`config.mk`:
```
export PLATFORM = sky130hd
export DESIGN_NAME = json_pair_counter_v2
export DESIGN_NICKNAME = d
export VERILOG_FILES = /design/src/rtl/json_pkg.sv /design/src/rtl/json_char_class.sv /design/src/rtl/json_pair_counter_v2.sv
export SDC_FILE = /design/constraint.sdc
export NUM_CORES = 1
export LEC_CHECK = 0
export BUFFER_PORTS_ARGS = -buffer_cell sky130_fd_sc_hd__buf_2
export CORE_MARGIN = 4
export CORE_UTILIZATION = 50
export DETAILED_ROUTE_END_ITERATION = 6
export HOLD_SLACK_MARGIN = 0.03
export PLACE_DENSITY_LB_ADDON = 0.3
export SETUP_SLACK_MARGIN = 0.15
export SYNTH_ARGS = -nofsm -noshare
export SYNTH_HDL_FRONTEND = slang
export SYNTH_HIERARCHICAL = 1
export SYNTH_SLANG_ARGS = --single-unit
```
`constraint.sdc`:
```
create_clock -name clk -period 3.4 [get_ports clk]
set_input_delay 0.17 -clock clk [delete_from_list [all_inputs] [get_ports clk]]
set_output_delay 0.17 -clock clk [all_outputs]
set_load 0.005 [all_outputs]
```
`src/rtl/json_pkg.sv`:
```
// Shared constants and state encoding for the streaming JSON pair counter.
package json_pkg;

    localparam logic [7:0] CH_LBRACE = 8'h7B;
    localparam logic [7:0] CH_RBRACE = 8'h7D;
    localparam logic [7:0] CH_QUOTE  = 8'h22;
    localparam logic [7:0] CH_COLON  = 8'h3A;
    localparam logic [7:0] CH_COMMA  = 8'h2C;
    localparam logic [7:0] CH_SP     = 8'h20;
    localparam logic [7:0] CH_TAB    = 8'h09;
    localparam logic [7:0] CH_LF     = 8'h0A;
    localparam logic [7:0] CH_CR     = 8'h0D;

    typedef enum logic [3:0] {
        S_IDLE   = 4'd0,
        S_OPEN   = 4'd1,
        S_NEXT   = 4'd2,
        S_KEY    = 4'd3,
        S_COLON  = 4'd4,
        S_VSTART = 4'd5,
        S_VSTR   = 4'd6,
        S_VNUM   = 4'd7,
        S_VEND   = 4'd8,
        S_ERR    = 4'd9
    } json_state_e;

endpackage

```
`src/rtl/json_char_class.sv`:
```
// Combinational ASCII classifier: alphanumeric, decimal digit, whitespace.
module json_char_class
    import json_pkg::*;
(
    input  logic [7:0] char_in,
    output logic       is_alnum,
    output logic       is_digit,
    output logic       is_ws
);

    logic is_upper;
    logic is_lower;

    assign is_digit = (char_in >= 8'h30) && (char_in <= 8'h39);
    assign is_upper = (char_in >= 8'h41) && (char_in <= 8'h5A);
    assign is_lower = (char_in >= 8'h61) && (char_in <= 8'h7A);
    assign is_alnum = is_digit || is_upper || is_lower;
    assign is_ws    = (char_in == CH_SP) || (char_in == CH_TAB) ||
                      (char_in == CH_LF) || (char_in == CH_CR);

endmodule

```
`src/rtl/json_pair_counter_v2.sv`:
```
// Streaming flat-object JSON validator that counts key/value pairs per object.
// Define JSON_WS_SKIP_EN to tolerate whitespace between tokens inside objects.
//
// state  | meaning
// IDLE   | outside any object, waiting for '{'
// OPEN   | just saw '{', expecting key or '}'
// NEXT   | just saw ',', expecting another key
// KEY    | inside key string
// COLON  | key closed, expecting ':'
// VSTART | expecting start of value
// VSTR   | inside string value
// VNUM   | inside unquoted decimal value
// VEND   | value finished, expecting ',' or '}'
// ERR    | object invalid, waiting for '}'
module json_pair_counter_v2
    import json_pkg::*;
#(
    parameter int CNT_W = 8,
    parameter int OBJ_W = 16
) (
    input  logic             clk,
    input  logic             reset,
    input  logic [7:0]       char,
    output logic [CNT_W-1:0] cur_num,
    output logic [CNT_W-1:0] max_num,
    output logic [OBJ_W-1:0] valid_cnt,
    output logic             obj_done,
    output logic             obj_valid
);

`ifdef JSON_WS_SKIP_EN
    localparam logic WS_SKIP = 1'b1;
`else
    localparam logic WS_SKIP = 1'b0;
`endif

    json_state_e      state_q, state_d;
    logic [CNT_W-1:0] cnt_q, cnt_d;
    logic             key_ne_q, key_ne_d;
    logic             val_ne_q, val_ne_d;
    logic             valid_q, valid_d;
    logic [CNT_W-1:0] cur_num_q, cur_num_d;
    logic [CNT_W-1:0] max_num_q, max_num_d;
    logic [OBJ_W-1:0] valid_cnt_q, valid_cnt_d;
    logic             obj_done_q, obj_done_d;
    logic             obj_valid_q, obj_valid_d;

    logic             is_alnum, is_digit, is_ws;
    logic             skip_ws;
    logic             cnt_full;
    logic [CNT_W-1:0] cnt_inc;
    logic             close;
    logic             close_good;
    logic [CNT_W-1:0] close_cnt;

    json_char_class u_class (
        .char_in  (char),
        .is_alnum (is_alnum),
        .is_digit (is_digit),
        .is_ws    (is_ws)
    );

    assign skip_ws  = WS_SKIP && is_ws;
    assign cnt_full = &cnt_q;
    assign cnt_inc  = cnt_q + CNT_W'(1);

    always_comb begin
        state_d    = state_q;
        cnt_d      = cnt_q;
        key_ne_d   = key_ne_q;
        val_ne_d   = val_ne_q;
        valid_d    = valid_q;
        close      = 1'b0;
        close_good = 1'b0;
        close_cnt  = cnt_q;

        unique case (state_q)
            S_IDLE: begin
                if (char == CH_LBRACE) begin
                    state_d = S_OPEN;
                    cnt_d   = '0;
                    valid_d = 1'b1;
                end
            end
            S_OPEN, S_NEXT: begin
                if (char == CH_QUOTE) begin
                    state_d  = S_KEY;
                    key_ne_d = 1'b0;
                end else if (char == CH_RBRACE) begin
                    // '}' right after ',' is a trailing comma and never valid
                    close      = 1'b1;
                    close_good = (state_q == S_OPEN) && valid_q;
                end else if (!skip_ws) begin
                    state_d = S_ERR;
                    valid_d = 1'b0;
                end
            end
            S_KEY: begin
                if (is_alnum) begin
                    key_ne_d = 1'b1;
                end else if (char == CH_QUOTE && key_ne_q) begin
                    state_d = S_COLON;
                end else begin
                    state_d = S_ERR;
                    valid_d = 1'b0;
                end
            end
            S_COLON: begin
                if (char == CH_COLON) begin
                    state_d = S_VSTART;
                end else if (!skip_ws) begin
                    state_d = S_ERR;
                    valid_d = 1'b0;
                end
            end
            S_VSTART: begin
                if (char == CH_QUOTE) begin
                    state_d  = S_VSTR;
                    val_ne_d = 1'b0;
                end else if (is_digit) begin
                    state_d = S_VNUM;
                end else if (!skip_ws) begin
                    state_d = S_ERR;
                    valid_d = 1'b0;
                end
            end
            S_VSTR: begin
                if (is_alnum) begin
                    val_ne_d = 1'b1;
                end else if (char == CH_QUOTE && val_ne_q && !cnt_full) begin
                    state_d = S_VEND;
                    cnt_d   = cnt_inc;
                end else begin
                    state_d = S_ERR;
                    valid_d = 1'b0;
                end
            end
            S_VNUM: begin
                if (is_digit) begin
                    state_d = S_VNUM;
                end else if ((char == CH_COMMA || char == CH_RBRACE || skip_ws) && cnt_full) begin
                    // Completing this pair would wrap the count
                    state_d = S_ERR;
                    valid_d = 1'b0;
                end else if (char == CH_COMMA) begin
                    state_d = S_NEXT;
                    cnt_d   = cnt_inc;
                end else if (char == CH_RBRACE) begin
                    close      = 1'b1;
                    close_good = valid_q;
                    close_cnt  = cnt_inc;
                end else if (skip_ws) begin
                    state_d = S_VEND;
                    cnt_d   = cnt_inc;
                end else begin
                    state_d = S_ERR;
                    valid_d = 1'b0;
                end
            end
            S_VEND: begin
                if (char == CH_COMMA) begin
                    state_d = S_NEXT;
                end else if (char == CH_RBRACE) begin
                    close      = 1'b1;
                    close_good = valid_q;
                end else if (!skip_ws) begin
                    state_d = S_ERR;
                    valid_d = 1'b0;
                end
            end
            S_ERR: begin
                if (char == CH_RBRACE) begin
                    close = 1'b1;
                end
            end
            default: begin
                state_d = S_IDLE;
            end
        endcase

        if (close) begin
            state_d = S_IDLE;
        end
    end

    always_comb begin
        obj_done_d  = close;
        obj_valid_d = obj_valid_q;
        cur_num_d   = cur_num_q;
        max_num_d   = max_num_q;
        valid_cnt_d = valid_cnt_q;
        if (close) begin
            obj_valid_d = close_good;
            cur_num_d   = close_good ? close_cnt : '0;
            if (close_good) begin
                if (close_cnt > max_num_q) begin
                    max_num_d = close_cnt;
                end
                if (!(&valid_cnt_q)) begin
                    valid_cnt_d = valid_cnt_q + OBJ_W'(1);
                end
            end
        end
    end

    always_ff @(posedge clk or posedge reset) begin
        if (reset) begin
            state_q     <= S_IDLE;
            cnt_q       <= '0;
            key_ne_q    <= 1'b0;
            val_ne_q    <= 1'b0;
            valid_q     <= 1'b1;
            cur_num_q   <= '0;
            max_num_q   <= '0;
            valid_cnt_q <= '0;
            obj_done_q  <= 1'b0;
            obj_valid_q <= 1'b0;
        end else begin
            state_q     <= state_d;
            cnt_q       <= cnt_d;
            key_ne_q    <= key_ne_d;
            val_ne_q    <= val_ne_d;
            valid_q     <= valid_d;
            cur_num_q   <= cur_num_d;
            max_num_q   <= max_num_d;
            valid_cnt_q <= valid_cnt_d;
            obj_done_q  <= obj_done_d;
            obj_valid_q <= obj_valid_d;
        end
    end

    assign cur_num   = cur_num_q;
    assign max_num   = max_num_q;
    assign valid_cnt = valid_cnt_q;
    assign obj_done  = obj_done_q;
    assign obj_valid = obj_valid_q;

endmodule

```
==> summary.md <==
| Metric | Value |
|---|---|
| # diodes | 0 |
| Initial core utilization | 0.515 |
| PwrDens | 399 nW/µm² |
| P_sw | about 560 µW |
| R2r setup slk | 0.28 ns |
| Final setup viols | 0 |
| Clk_skew | 0.0121 ns |
| Syn Inst Count | 365 |
| Register share of total power | 0.411 |
| Crit-path max FO | 6 |
| Max frequency | around 0.32 GHz |
| FF-to-FF End | max_num[5] |
| I/O pin count | 44 |
| Final Hold Viols | 0 |
| Crit path from | cnt_q[0] |
| DIE HEIGHT | 89.1 µm |
| Crit path top cell by count | mux2_2 |
| Routability Congestion | just under 1 |
| Layout Utilization | 0.594 |
| Placed insts | 479 |
| CTS root buffer | clkbuf_8 |
| TNS Setup | 0 ns |
| Reg2reg start | cnt_q[0] |
| Total chip power | roughly 1.5 mW |
| Finished Cell Area | 3790 µm² |
| Area Overhead vs Synth | 15.3% |
| RSZ-0062 raised after global routing | yes |
| DR DRC count | 0 |
| Worst path cell trace | ha_4 > and4_4 > nand4_1 > and3_4 > mux2_2 > ha_1 > nor2b_1 > o211ai_1 > a21oi_1 > o22ai_2 > nor3_4 > buf_4 > mux2_2 |
| Worst vdd ir | between 0.2 and 0.25 mV |
| Synthesis Warnings | 6 |
| Worst-Skew Late Latency | between 0.3 and 0.4 ns |
| Placed cell areas | 3650 µm² |
| DRT iter0 DRCs | 234 |
| Vias per inst | around 6.3 |
| Dpl hpwl | approximately 6100 µm |
| Max cap viols | 0 |
| Period utilization | 0.917 |
| Avg Inst Size Synth | 9.01 µm² |
| H-tree levels | 2 |
| Row cnt | 29 |
| I/O Buffers | 43 |
| GRT Overall Usage | 0.220 |
| Slowest Stage Delay on Critical Path | between 0.4 and 0.5 ns |
| Total internal power | 951 µW |
| Routed Antenna Nets | 0 |
| Critical path class | flip-flop to flip-flop |
| Worst Path Required | 3.59 ns |
| Least-Margin Pin Slew | 1.03 ns |
| TritonCTS Buffers | 5 |
| Cell Area, Synth | 3290 µm² |
| Worst Setup EP | max_num[5] |
| CTS tree | yes |
| First-pass GRT wire length | ~14,000 µm |
| Ratio of cells with drive above 1 in the final layout | 0.241 |
| Critical path's slowest cell | dfrtp_2 |
| CTS max path bufs | 2 |
| Largest net degree at the start of global routing | 50 |
| Number of global-route vias before repair | between 2k and 3k |
| Nets | between 400 and 500 |
| Grt total ovfl | 0 |
| Status | finished, final reports clean |
| DR vias | 3,090 |
| Tmin final | 3.12 ns |
| Worst min-delay path class | input port to async pin |
| Chip width | 89.1 µm |
| Logic pwr share | 0.350 |
| Slew HR | 0.314 |
| Critical Path AT | 3.31 ns |
| Syn_nets | 385 |
| Core area | 6390 µm² |
| Hold Buf Count CTS | 0 |
| DR WL/cell | 17.3 µm |
| Clock share of power | 0.239 |
| Drt first pass iters | 6 |
| Worst setup SP type | flip-flop |
| Net Sw Frac | 0.372 |
| Lkg Pwr | 1.78 nW |
| Initial antenna violation count | 0 |
| Final std cells w/o fill | between 400 and 500 |
| CTS sink cnt | just under 50 |
| Die area | 7940 µm² |
| Worst-path clk slew | 0.10 ns |
| Final Max Tran Viols | 0 |
| Reg2Reg Depth | 13 |
| Final wirelength | approximately 8500 µm |
| Crit. End Element | flip-flop |
worst max-delay path, delay by kind of cell, from the launching register on:
family	cells	cell delay, ns
muxes	2	0.70
buffers and inverters	1	0.17
DFF	1	0.46
adders and majority gates	2	0.49
and+or+nand+nor	5	0.79
AOI/OAI and AO/OA	3	0.37
power by group through the flow:
stage | sequential, mW | clock, mW | combinational, mW
CTS | 0.622 | 0.369 | 0.520
finish | 0.623 | 0.362 | 0.530
global route | 0.625 | 0.390 | 0.575
floorplan | 0.628 | 0 | 0.382
global placement | 0.632 | 0 | 0.511
detailed placement | 0.633 | 0 | 0.517
registers in the layout, indices dropped and copies added, names as in the netlist:
name	count
obj_valid	1
max_num	8
valid_cnt	16
val_ne_q	1
key_ne_q	1
state_q	4
valid_q	1
cnt_q	8
cur_num	8
obj_done	1
layout by cell type (no fill, tap or decap), types with 3 or more instances in the layout:
cell       instances
nand2_1           28
o22ai_1            3
ha_1               9
nor4_1             6
o31ai_2            4
xor2_1            10
o31a_1             3
and3b_1            3
o21ai_1           12
a22o_1            11
clkbuf_8           5
buf_4             21
o211ai_1           3
nand4_1           12
or4_1              3
a31oi_1            4
and3_1             7
nor3_1             8
buf_2             43
o21ai_0           12
a21oi_1           15
mux2i_1            3
nor2b_1            5
nand3_1           16
a2111oi_0          4
mux2_2            11
dfrtp_1           46
nand4b_1           4
inv_1             13
nand2b_1           7
xnor2_1           10
nor2_1            24
a211oi_1           4
worst min-delay path by stage:
stage | cells after the start | end | from | slack [ns]
after global routing | 2 | valid_cnt[6] | reset | 0.19
after floorplan | 3 | state_q[2] | char[7] | 0.39
after detailed placement | 1 | valid_cnt[5] | valid_cnt[5] | 0.48
final | 2 | valid_cnt[6] | reset | 0.1
after CTS | 2 | cur_num[5] | reset | 0.15
after global placement | 1 | obj_valid | obj_valid | 0.46
metal layers:
| metal | part of all wire | routed length, µm | track usage |
|---|---|---|---|
| met4 | 0.020 | 172 | 0.0771 |
| met1 | 0.43 | 3670 | 0.296 |
| met5 | 0 | 0 | 0 |
| met3 | 0.055 | 470 | 0.0323 |
| met2 | 0.49 | 4180 | 0.364 |
what timing repair did:
action                                  in CTS  in global routing
cloned                                       0                  0
endpoints found under the setup margin       8                  8
buffers inserted                             2                  3
pin swaps                                    1                  1
resized for setup                            1                  4
stage by stage:
step | hold slack, ns | setup WS (ns)
after floorplan | 0.387 | 0.0812
after global placement | 0.459 | 0.134
after detailed placement | 0.479 | 0.0245
after CTS | 0.145 | 0.189
after global routing | 0.194 | 0.131
final | 0.0985 | 0.282
cell type report:
type / instances / area (µm²)
inverter: 14 / 52.6
clock inverter: 2 / 13.8
tap: 77 / 96.3
sequential: 49 / 1230
fill: 572 / 2590
multi-input combinational: 280 / 1950
timing repair buffer: 64 / 373
clock buffer: 6 / 72.6
Note: power is estimated with default switching activity, not from simulation.
